$ cat src/rtl/instr_encode_loader_pkg.sv
// Shared encoding constants, mnemonic codes and field-packing helpers for the instruction loader.
package instr_encode_loader_pkg;

  localparam logic [5:0] OPCODE_RTYPE = 6'h00;
  localparam logic [5:0] OPCODE_BEQ   = 6'h04;
  localparam logic [5:0] OPCODE_ADDI  = 6'h08;
  localparam logic [5:0] OPCODE_ADDIU = 6'h09;
  localparam logic [5:0] OPCODE_SLTI  = 6'h0A;
  localparam logic [5:0] OPCODE_SLTIU = 6'h0B;
  localparam logic [5:0] OPCODE_ANDI  = 6'h0C;
  localparam logic [5:0] OPCODE_ORI   = 6'h0D;
  localparam logic [5:0] OPCODE_XORI  = 6'h0E;

  localparam logic [5:0] FUNCT_SLL  = 6'h00;
  localparam logic [5:0] FUNCT_SRL  = 6'h02;
  localparam logic [5:0] FUNCT_SRA  = 6'h03;
  localparam logic [5:0] FUNCT_ADD  = 6'h20;
  localparam logic [5:0] FUNCT_ADDU = 6'h21;
  localparam logic [5:0] FUNCT_SUB  = 6'h22;
  localparam logic [5:0] FUNCT_SUBU = 6'h23;
  localparam logic [5:0] FUNCT_AND  = 6'h24;
  localparam logic [5:0] FUNCT_OR   = 6'h25;
  localparam logic [5:0] FUNCT_XOR  = 6'h26;
  localparam logic [5:0] FUNCT_SLT  = 6'h2A;
  localparam logic [5:0] FUNCT_SLTU = 6'h2B;

  // Codes 21..31 are not assigned and are treated as illegal.
  typedef enum logic [4:0] {
    MN_ADD   = 5'd0,
    MN_ADDU  = 5'd1,
    MN_SUB   = 5'd2,
    MN_SUBU  = 5'd3,
    MN_AND   = 5'd4,
    MN_OR    = 5'd5,
    MN_XOR   = 5'd6,
    MN_SLL   = 5'd7,
    MN_SRA   = 5'd8,
    MN_SRL   = 5'd9,
    MN_SLT   = 5'd10,
    MN_SLTU  = 5'd11,
    MN_ADDI  = 5'd12,
    MN_ADDIU = 5'd13,
    MN_ANDI  = 5'd14,
    MN_ORI   = 5'd15,
    MN_XORI  = 5'd16,
    MN_SLTI  = 5'd17,
    MN_SLTIU = 5'd18,
    MN_BEQ   = 5'd19,
    MN_NOP   = 5'd20
  } mnem_e;

  typedef enum logic [1:0] {
    ST_IDLE,
    ST_RUN,
    ST_DRAIN,
    ST_DONE
  } state_e;

  function automatic logic [31:0] pack_r(input logic [4:0] rs, input logic [4:0] rt,
                                         input logic [4:0] rd, input logic [4:0] shamt,
                                         input logic [5:0] funct);
    return {OPCODE_RTYPE, rs, rt, rd, shamt, funct};
  endfunction

  function automatic logic [31:0] pack_i(input logic [5:0] opcode, input logic [4:0] rs,
                                         input logic [4:0] rt, input logic [15:0] imm);
    return {opcode, rs, rt, imm};
  endfunction

endpackage

$ cat src/rtl/instr_encode_loader_fifo.sv
// Synchronous FIFO holding encoded instruction words; pointers carry one wrap bit.
module instr_fifo
  #(parameter int unsigned DEPTH = 2,
    parameter int unsigned WIDTH = 32)
  (input  logic                     clk,
   input  logic                     rst,
   input  logic                     push,
   input  logic                     pop,
   input  logic [WIDTH-1:0]         wdata,
   output logic [WIDTH-1:0]         rdata,
   output logic                     full,
   output logic                     empty,
   output logic [$clog2(DEPTH):0]   count);

  localparam int unsigned PW = $clog2(DEPTH);

  logic [WIDTH-1:0] mem_q [DEPTH];
  logic [WIDTH-1:0] mem_d [DEPTH];
  logic [PW:0]      wr_ptr_q, wr_ptr_d;
  logic [PW:0]      rd_ptr_q, rd_ptr_d;
  logic             do_push, do_pop;

  assign empty   = (wr_ptr_q == rd_ptr_q);
  assign full    = (wr_ptr_q[PW] != rd_ptr_q[PW]) && (wr_ptr_q[PW-1:0] == rd_ptr_q[PW-1:0]);
  assign count   = wr_ptr_q - rd_ptr_q;
  assign rdata   = mem_q[rd_ptr_q[PW-1:0]];
  assign do_push = push && !full;
  assign do_pop  = pop && !empty;

  always_comb begin
    mem_d    = mem_q;
    wr_ptr_d = wr_ptr_q;
    rd_ptr_d = rd_ptr_q;
    if (do_push) begin
      mem_d[wr_ptr_q[PW-1:0]] = wdata;
      wr_ptr_d                = wr_ptr_q + 1'b1;
    end
    if (do_pop) begin
      rd_ptr_d = rd_ptr_q + 1'b1;
    end
  end

  always_ff @(posedge clk) begin
    if (rst) begin
      for (int unsigned i = 0; i < DEPTH; i++) begin
        mem_q[i] <= '0;
      end
      wr_ptr_q <= '0;
      rd_ptr_q <= '0;
    end else begin
      mem_q    <= mem_d;
      wr_ptr_q <= wr_ptr_d;
      rd_ptr_q <= rd_ptr_d;
    end
  end

endmodule

$ cat src/rtl/instr_encode_loader.sv
// Encodes symbolic instructions into MIPS words and streams them into instruction memory.
module instr_encode_loader
  import instr_encode_loader_pkg::*;
  #(parameter int unsigned        ADDR_W     = 32,
    parameter logic [ADDR_W-1:0]  BASE_ADDR  = '0,
    parameter int unsigned        FIFO_DEPTH = 2)
  (input  logic              CLK,
   input  logic              Reset,
   input  logic              start,
   input  logic              in_valid,
   output logic              in_ready,
   input  logic [4:0]        in_mnem,
   input  logic [4:0]        in_rs,
   input  logic [4:0]        in_rt,
   input  logic [4:0]        in_rd,
   input  logic [15:0]       in_imm,
   input  logic              in_last,
   output logic              imem_we,
   input  logic              imem_ready,
   output logic [ADDR_W-1:0] imem_addr,
   output logic [31:0]       imem_wdata,
   output logic [15:0]       instr_count,
   output logic              done,
   output logic              err_illegal,
   output logic              err_wrap);

  localparam int unsigned       FPW       = $clog2(FIFO_DEPTH);
  localparam logic [ADDR_W:0]   ADDR_STEP = (ADDR_W + 1)'(4);

  state_e            state_q, state_d;
  logic [ADDR_W-1:0] addr_q, addr_d;
  logic [15:0]       count_q, count_d;
  logic              err_illegal_q, err_illegal_d;
  logic              err_wrap_q, err_wrap_d;

  logic [31:0]       enc_word;
  logic              enc_legal;
  logic              accept, push, wr_fire;
  logic              fifo_full, fifo_empty;
  logic [FPW:0]      fifo_count;
  logic [ADDR_W:0]   addr_inc;

  always_comb begin
    enc_legal = 1'b1;
    enc_word  = '0;
    case (in_mnem)
      MN_ADD:   enc_word = pack_r(in_rs, in_rt, in_rd, 5'd0, FUNCT_ADD);
      MN_ADDU:  enc_word = pack_r(in_rs, in_rt, in_rd, 5'd0, FUNCT_ADDU);
      MN_SUB:   enc_word = pack_r(in_rs, in_rt, in_rd, 5'd0, FUNCT_SUB);
      MN_SUBU:  enc_word = pack_r(in_rs, in_rt, in_rd, 5'd0, FUNCT_SUBU);
      MN_AND:   enc_word = pack_r(in_rs, in_rt, in_rd, 5'd0, FUNCT_AND);
      MN_OR:    enc_word = pack_r(in_rs, in_rt, in_rd, 5'd0, FUNCT_OR);
      MN_XOR:   enc_word = pack_r(in_rs, in_rt, in_rd, 5'd0, FUNCT_XOR);
      MN_SLT:   enc_word = pack_r(in_rs, in_rt, in_rd, 5'd0, FUNCT_SLT);
      MN_SLTU:  enc_word = pack_r(in_rs, in_rt, in_rd, 5'd0, FUNCT_SLTU);
      // Shifts take the shift amount from the immediate and never use rs.
      MN_SLL:   enc_word = pack_r(5'd0, in_rt, in_rd, in_imm[4:0], FUNCT_SLL);
      MN_SRL:   enc_word = pack_r(5'd0, in_rt, in_rd, in_imm[4:0], FUNCT_SRL);
      MN_SRA:   enc_word = pack_r(5'd0, in_rt, in_rd, in_imm[4:0], FUNCT_SRA);
      MN_ADDI:  enc_word = pack_i(OPCODE_ADDI, in_rs, in_rt, in_imm);
      MN_ADDIU: enc_word = pack_i(OPCODE_ADDIU, in_rs, in_rt, in_imm);
      MN_ANDI:  enc_word = pack_i(OPCODE_ANDI, in_rs, in_rt, in_imm);
      MN_ORI:   enc_word = pack_i(OPCODE_ORI, in_rs, in_rt, in_imm);
      MN_XORI:  enc_word = pack_i(OPCODE_XORI, in_rs, in_rt, in_imm);
      MN_SLTI:  enc_word = pack_i(OPCODE_SLTI, in_rs, in_rt, in_imm);
      MN_SLTIU: enc_word = pack_i(OPCODE_SLTIU, in_rs, in_rt, in_imm);
      MN_BEQ:   enc_word = pack_i(OPCODE_BEQ, in_rs, in_rt, in_imm);
      MN_NOP:   enc_word = '0;
      default:  enc_legal = 1'b0;
    endcase
  end

  assign in_ready = (state_q == ST_RUN) && !fifo_full;
  assign imem_we  = ((state_q == ST_RUN) || (state_q == ST_DRAIN)) && !fifo_empty;
  assign accept   = in_valid && in_ready;
  assign push     = accept && enc_legal;
  assign wr_fire  = imem_we && imem_ready;
  assign addr_inc = {1'b0, addr_q} + ADDR_STEP;

  instr_fifo #(.DEPTH(FIFO_DEPTH), .WIDTH(32)) u_fifo (
    .clk   (CLK),
    .rst   (Reset),
    .push  (push),
    .pop   (wr_fire),
    .wdata (enc_word),
    .rdata (imem_wdata),
    .full  (fifo_full),
    .empty (fifo_empty),
    .count (fifo_count)
  );

  always_comb begin
    state_d       = state_q;
    addr_d        = addr_q;
    count_d       = count_q;
    err_illegal_d = err_illegal_q;
    err_wrap_d    = err_wrap_q;
    case (state_q)
      ST_IDLE: begin
        if (start) begin
          state_d       = ST_RUN;
          addr_d        = BASE_ADDR;
          count_d       = '0;
          err_illegal_d = 1'b0;
          err_wrap_d    = 1'b0;
        end
      end
      ST_RUN: begin
        if (accept && in_last) state_d = ST_DRAIN;
      end
      // Leave DRAIN as the last word is accepted so done follows the final write directly.
      ST_DRAIN: begin
        if (fifo_empty || (wr_fire && (fifo_count == (FPW + 1)'(1)))) state_d = ST_DONE;
      end
      ST_DONE: state_d = ST_IDLE;
      default: state_d = ST_IDLE;
    endcase
    if (accept && !enc_legal) err_illegal_d = 1'b1;
    if (wr_fire) begin
      addr_d = addr_inc[ADDR_W-1:0];
      if (addr_inc[ADDR_W]) err_wrap_d = 1'b1;
      if (count_q != 16'hFFFF) count_d = count_q + 16'd1;
    end
  end

  always_ff @(posedge CLK) begin
    if (Reset) begin
      state_q       <= ST_IDLE;
      addr_q        <= BASE_ADDR;
      count_q       <= '0;
      err_illegal_q <= 1'b0;
      err_wrap_q    <= 1'b0;
    end else begin
      state_q       <= state_d;
      addr_q        <= addr_d;
      count_q       <= count_d;
      err_illegal_q <= err_illegal_d;
      err_wrap_q    <= err_wrap_d;
    end
  end

  assign imem_addr   = addr_q;
  assign instr_count = count_q;
  assign done        = (state_q == ST_DONE);
  assign err_illegal = err_illegal_q;
  assign err_wrap    = err_wrap_q;

endmodule

$ cat config.mk
export PLATFORM = sky130hd
export DESIGN_NAME = instr_encode_loader
export DESIGN_NICKNAME = d
export VERILOG_FILES = /design/src/rtl/instr_encode_loader_pkg.sv /design/src/rtl/instr_encode_loader_fifo.sv /design/src/rtl/instr_encode_loader.sv
export SDC_FILE = /design/constraint.sdc
export NUM_CORES = 1
export LEC_CHECK = 0
export BUFFER_PORTS_ARGS = -buffer_cell sky130_fd_sc_hd__buf_2
export CORE_MARGIN = 5
export CORE_UTILIZATION = 59
export DETAILED_ROUTE_END_ITERATION = 10
export PLACE_DENSITY = 0.95
export SLEW_MARGIN = 5
export SYNTH_ARGS = -nofsm -noshare
export SYNTH_HDL_FRONTEND = slang
export SYNTH_SLANG_ARGS = --single-unit
$ cat constraint.sdc
create_clock -name CLK -period 3.6 [get_ports CLK]
set_clock_uncertainty 0.05 [all_clocks]
set_input_delay 0.72 -clock CLK [delete_from_list [all_inputs] [get_ports CLK]]
set_output_delay 0.72 -clock CLK [all_outputs]
set_load 0.02 [all_outputs]
==> metrics <==
P_sw=1.14 mW; I/O Buffers=122; Sw Share=30.4%; final layout net count=842; htree depth=4; Hold Crit Class=flop to flop; minimum clock period=2850 ps; Seq/Total Area, Yosys=39.6%; post-layout worst setup margin=746 ps; hold slack final=404 ps; Resized Gates After CTS=0; fraction of layout cells with a size suffix above 1=26.9%; FILL cells=707; Clock Sinks=114; critical path startpoint category=flop; CP endpoint=in_ready; critical path endpoint category=output port; routed wire length=15.7 mm; CTS tree=done; row count=36; Setup violations, final=0; crit-path max cell delay=450 ps; I/O pin count=127; MaxCap Viol Count=0; global route total overflow=0; area post-placement=0.00642 sq mm; area delta synth->final=21.7%; root buf cell=clkbuf_8; Critical Path AT=2080 ps; CP Data Required Time=2830 ps; first-pass GRT wire length=25.4 mm; achievable frequency=0.350 GHz; DRT Pass-1 Iters=6; GPL Wtd Cong=0.870; GRT Total Usage=26.5%; Synth Cell Area=0.00576 sq mm; Finished Cell Area=0.00701 sq mm; vias=5763; synth warn=0; unrepaired setup endpoints after global routing=no; largest net degree at the start of global routing=70; Post-Syn Instances=689; worst-margin pin slew=1040 ps; main flop type after synthesis=dfxtp_1; die width=109 microns; Hold Violations, Final=0; reg2reg path depth=7; Crit. Startpoint=u_fifo.wr_ptr_q[0]; DRC Markers=0; die height=109 microns; setup total negative slack=0 ps; CP Cell Sequence=inv_1 > ha_1 > a21boi_0 > buf_2; Initial Utilization=59.7%; Post-CTS Hold Fix Bufs=0; EDFF count, synth=0; Antenna Violating Nets Remaining=0; reg2reg start=state_q[1]; flop2flop setup slack=880 ps; Synth async-reset ratio=0%; worst vdd ir=0.372 mV; CP max stage cell=ha_1; final slew viol count=0; Syn Area/Cell=8.36 sq um; WP depth=4; Crit path max-delay family=adder cells; Setup Fix Bufs, Post-CTS=0; pwr/cell area=534 mW/mm^2; DR iter-0 viols=489; Sequential Power Share=36.6%; clock-pin slew on the worst setup and hold paths=60 ps; vias per cell=6.14; internal power=2.61 mW; vias in the first global route=5377; reg-to-reg endpoint=instr_count[6]; pre-CTS WS=782 ps; power share of the clock group=43.6%; count of cell types in the netlist=67; period utilization=79.3%; antenna cell count=0; initial antenna violation count=0; dpl hpwl=10.5 mm; average wire per standard cell=16.7 microns; critical path fanouts, max=10; part of the power in combinational logic=19.8%; Leakage=2.84 nW; CTS Buf Count=17; crit path kind=flop to output port; Buf+Inv Stages, Crit Path=2; Clock Latency Late Sink=520 ps; Max-Slew Margin vs Limit=30.3%; core area=0.00964 sq mm; post-layout util=72.7%; DIE AREA=0.0118 sq mm; Yosys reg bits=114; outcome=complete, no violations; Bufs on Longest Clock Path=2
-- layout by cell type, fill, tap and decap left out, types with 13 or more instances in the layout --
cell type	n
nand3_1	41
a211oi_1	28
dfxtp_1	114
buf_2	121
nand4_1	14
nor2b_1	13
nor3_1	20
clkbuf_16	16
nor2_1	80
mux2_2	31
nand2_1	68
a21oi_1	56
-- worst min-delay path by stage --
stage	startpoint	endpoint	cells after the start
after floorplan	u_fifo.mem_q[16]	u_fifo.mem_q[16]	2
after global placement	u_fifo.mem_q[27]	u_fifo.mem_q[27]	2
after detailed placement	u_fifo.mem_q[48]	u_fifo.mem_q[48]	2
after CTS	in_rt[4]	u_fifo.mem_q[20]	3
after global routing	in_rt[4]	u_fifo.mem_q[20]	3
final	u_fifo.mem_q[48]	u_fifo.mem_q[48]	2
-- worst min-delay path: stages, from the launching register on --
cell and delay, ps:
dfxtp_1 310, nand2_1 50, a21oi_1 50
-- Yosys cell counts, types with 3 or more instances --
cell type	n	area [sq um]
a21oi_1	56	280
o22ai_1	6	37.5
buf_4	4	30.0
nand2_1	68	255
and3_1	7	43.8
nor2_1	80	300
buf_2	7	35.0
xnor2_1	8	70.1
or2_2	9	56.3
a22oi_1	7	52.6
nor3_1	20	100
ha_1	7	87.6
buf_1	3	11.3
o21a_1	3	22.5
or4_1	4	30.0
nand2b_1	4	25.0
nor2b_1	13	81.3
nand4b_1	4	35.0
and2_1	3	18.8
o211ai_1	8	60.1
inv_1	7	26.3
mux2_2	31	349
clkbuf_1	35	131
a211oi_1	28	210
o31ai_1	7	52.6
o21ai_0	12	60.1
a22o_1	4	35.0
mux2i_1	9	90.1
nand4_1	14	87.6
and4_1	12	105
nand3_1	41	205
nor4_1	5	31.3
xor2_1	5	43.8
o41ai_1	5	43.8
dfxtp_1	114	2280
-- layout make-up --
cell class                 instances  area (sq um)  share of cell area (%)
clock inverter                    14           156                    2.23
multi-input combinational        521          3260                    46.5
clock buffer                      18           428                    6.10
inverter                           7          26.3                   0.375
timing repair buffer             132           688                    9.82
tap                              133           166                    2.37
sequential                       114          2280                    32.6
-- through the flow --
step	total power, mW	std cells
3_3_place_gp	2.08	907
2_1_floorplan	1.91	692
3_5_place_dp	2.12	907
5_1_grt	3.90	939
6_report	3.75	939
4_1_cts	3.75	939
-- registers in the layout, summed over array words and instances (netlist names) --
signal           count
u_fifo.mem_q        60
imem_addr           30
instr_count         16
state_q              2
u_fifo.rd_ptr_q      2
u_fifo.wr_ptr_q      2
err_illegal          1
err_wrap             1
-- layer usage --
layer	vias up	global-route usage, %	routed length, microns
met5	-	0	0
met4	0	9.56	335
met3	36	6.34	1430
met2	347	44.7	7760
met1	2676	33.0	6200
li1	2704	-	-
-- power groups by stage --
stage | sequential (mW) | clock [mW] | combinational (mW)
2_1_floorplan | 1.39 | 0 | 0.525
3_3_place_gp | 1.39 | 0 | 0.694
3_5_place_dp | 1.40 | 0 | 0.721
4_1_cts | 1.37 | 1.65 | 0.731
5_1_grt | 1.38 | 1.72 | 0.802
6_report | 1.37 | 1.63 | 0.740
-- logic make-up (layout without fill, tap and decap cells) --
kind of cell	Yosys count	in the layout	share of synthesized area [%]
DFF	114	114	39.6
adders and majority gates	7	7	1.52
other	1	4	0.0651
muxes	40	40	7.63
buffers and inverters	57	171	4.15
AOI/OAI and AO/OA	158	158	18.6
and+or+nand+nor	298	298	26.2
xor gates and xnor gates	14	14	2.26
(Power assumes the default switching activity.)
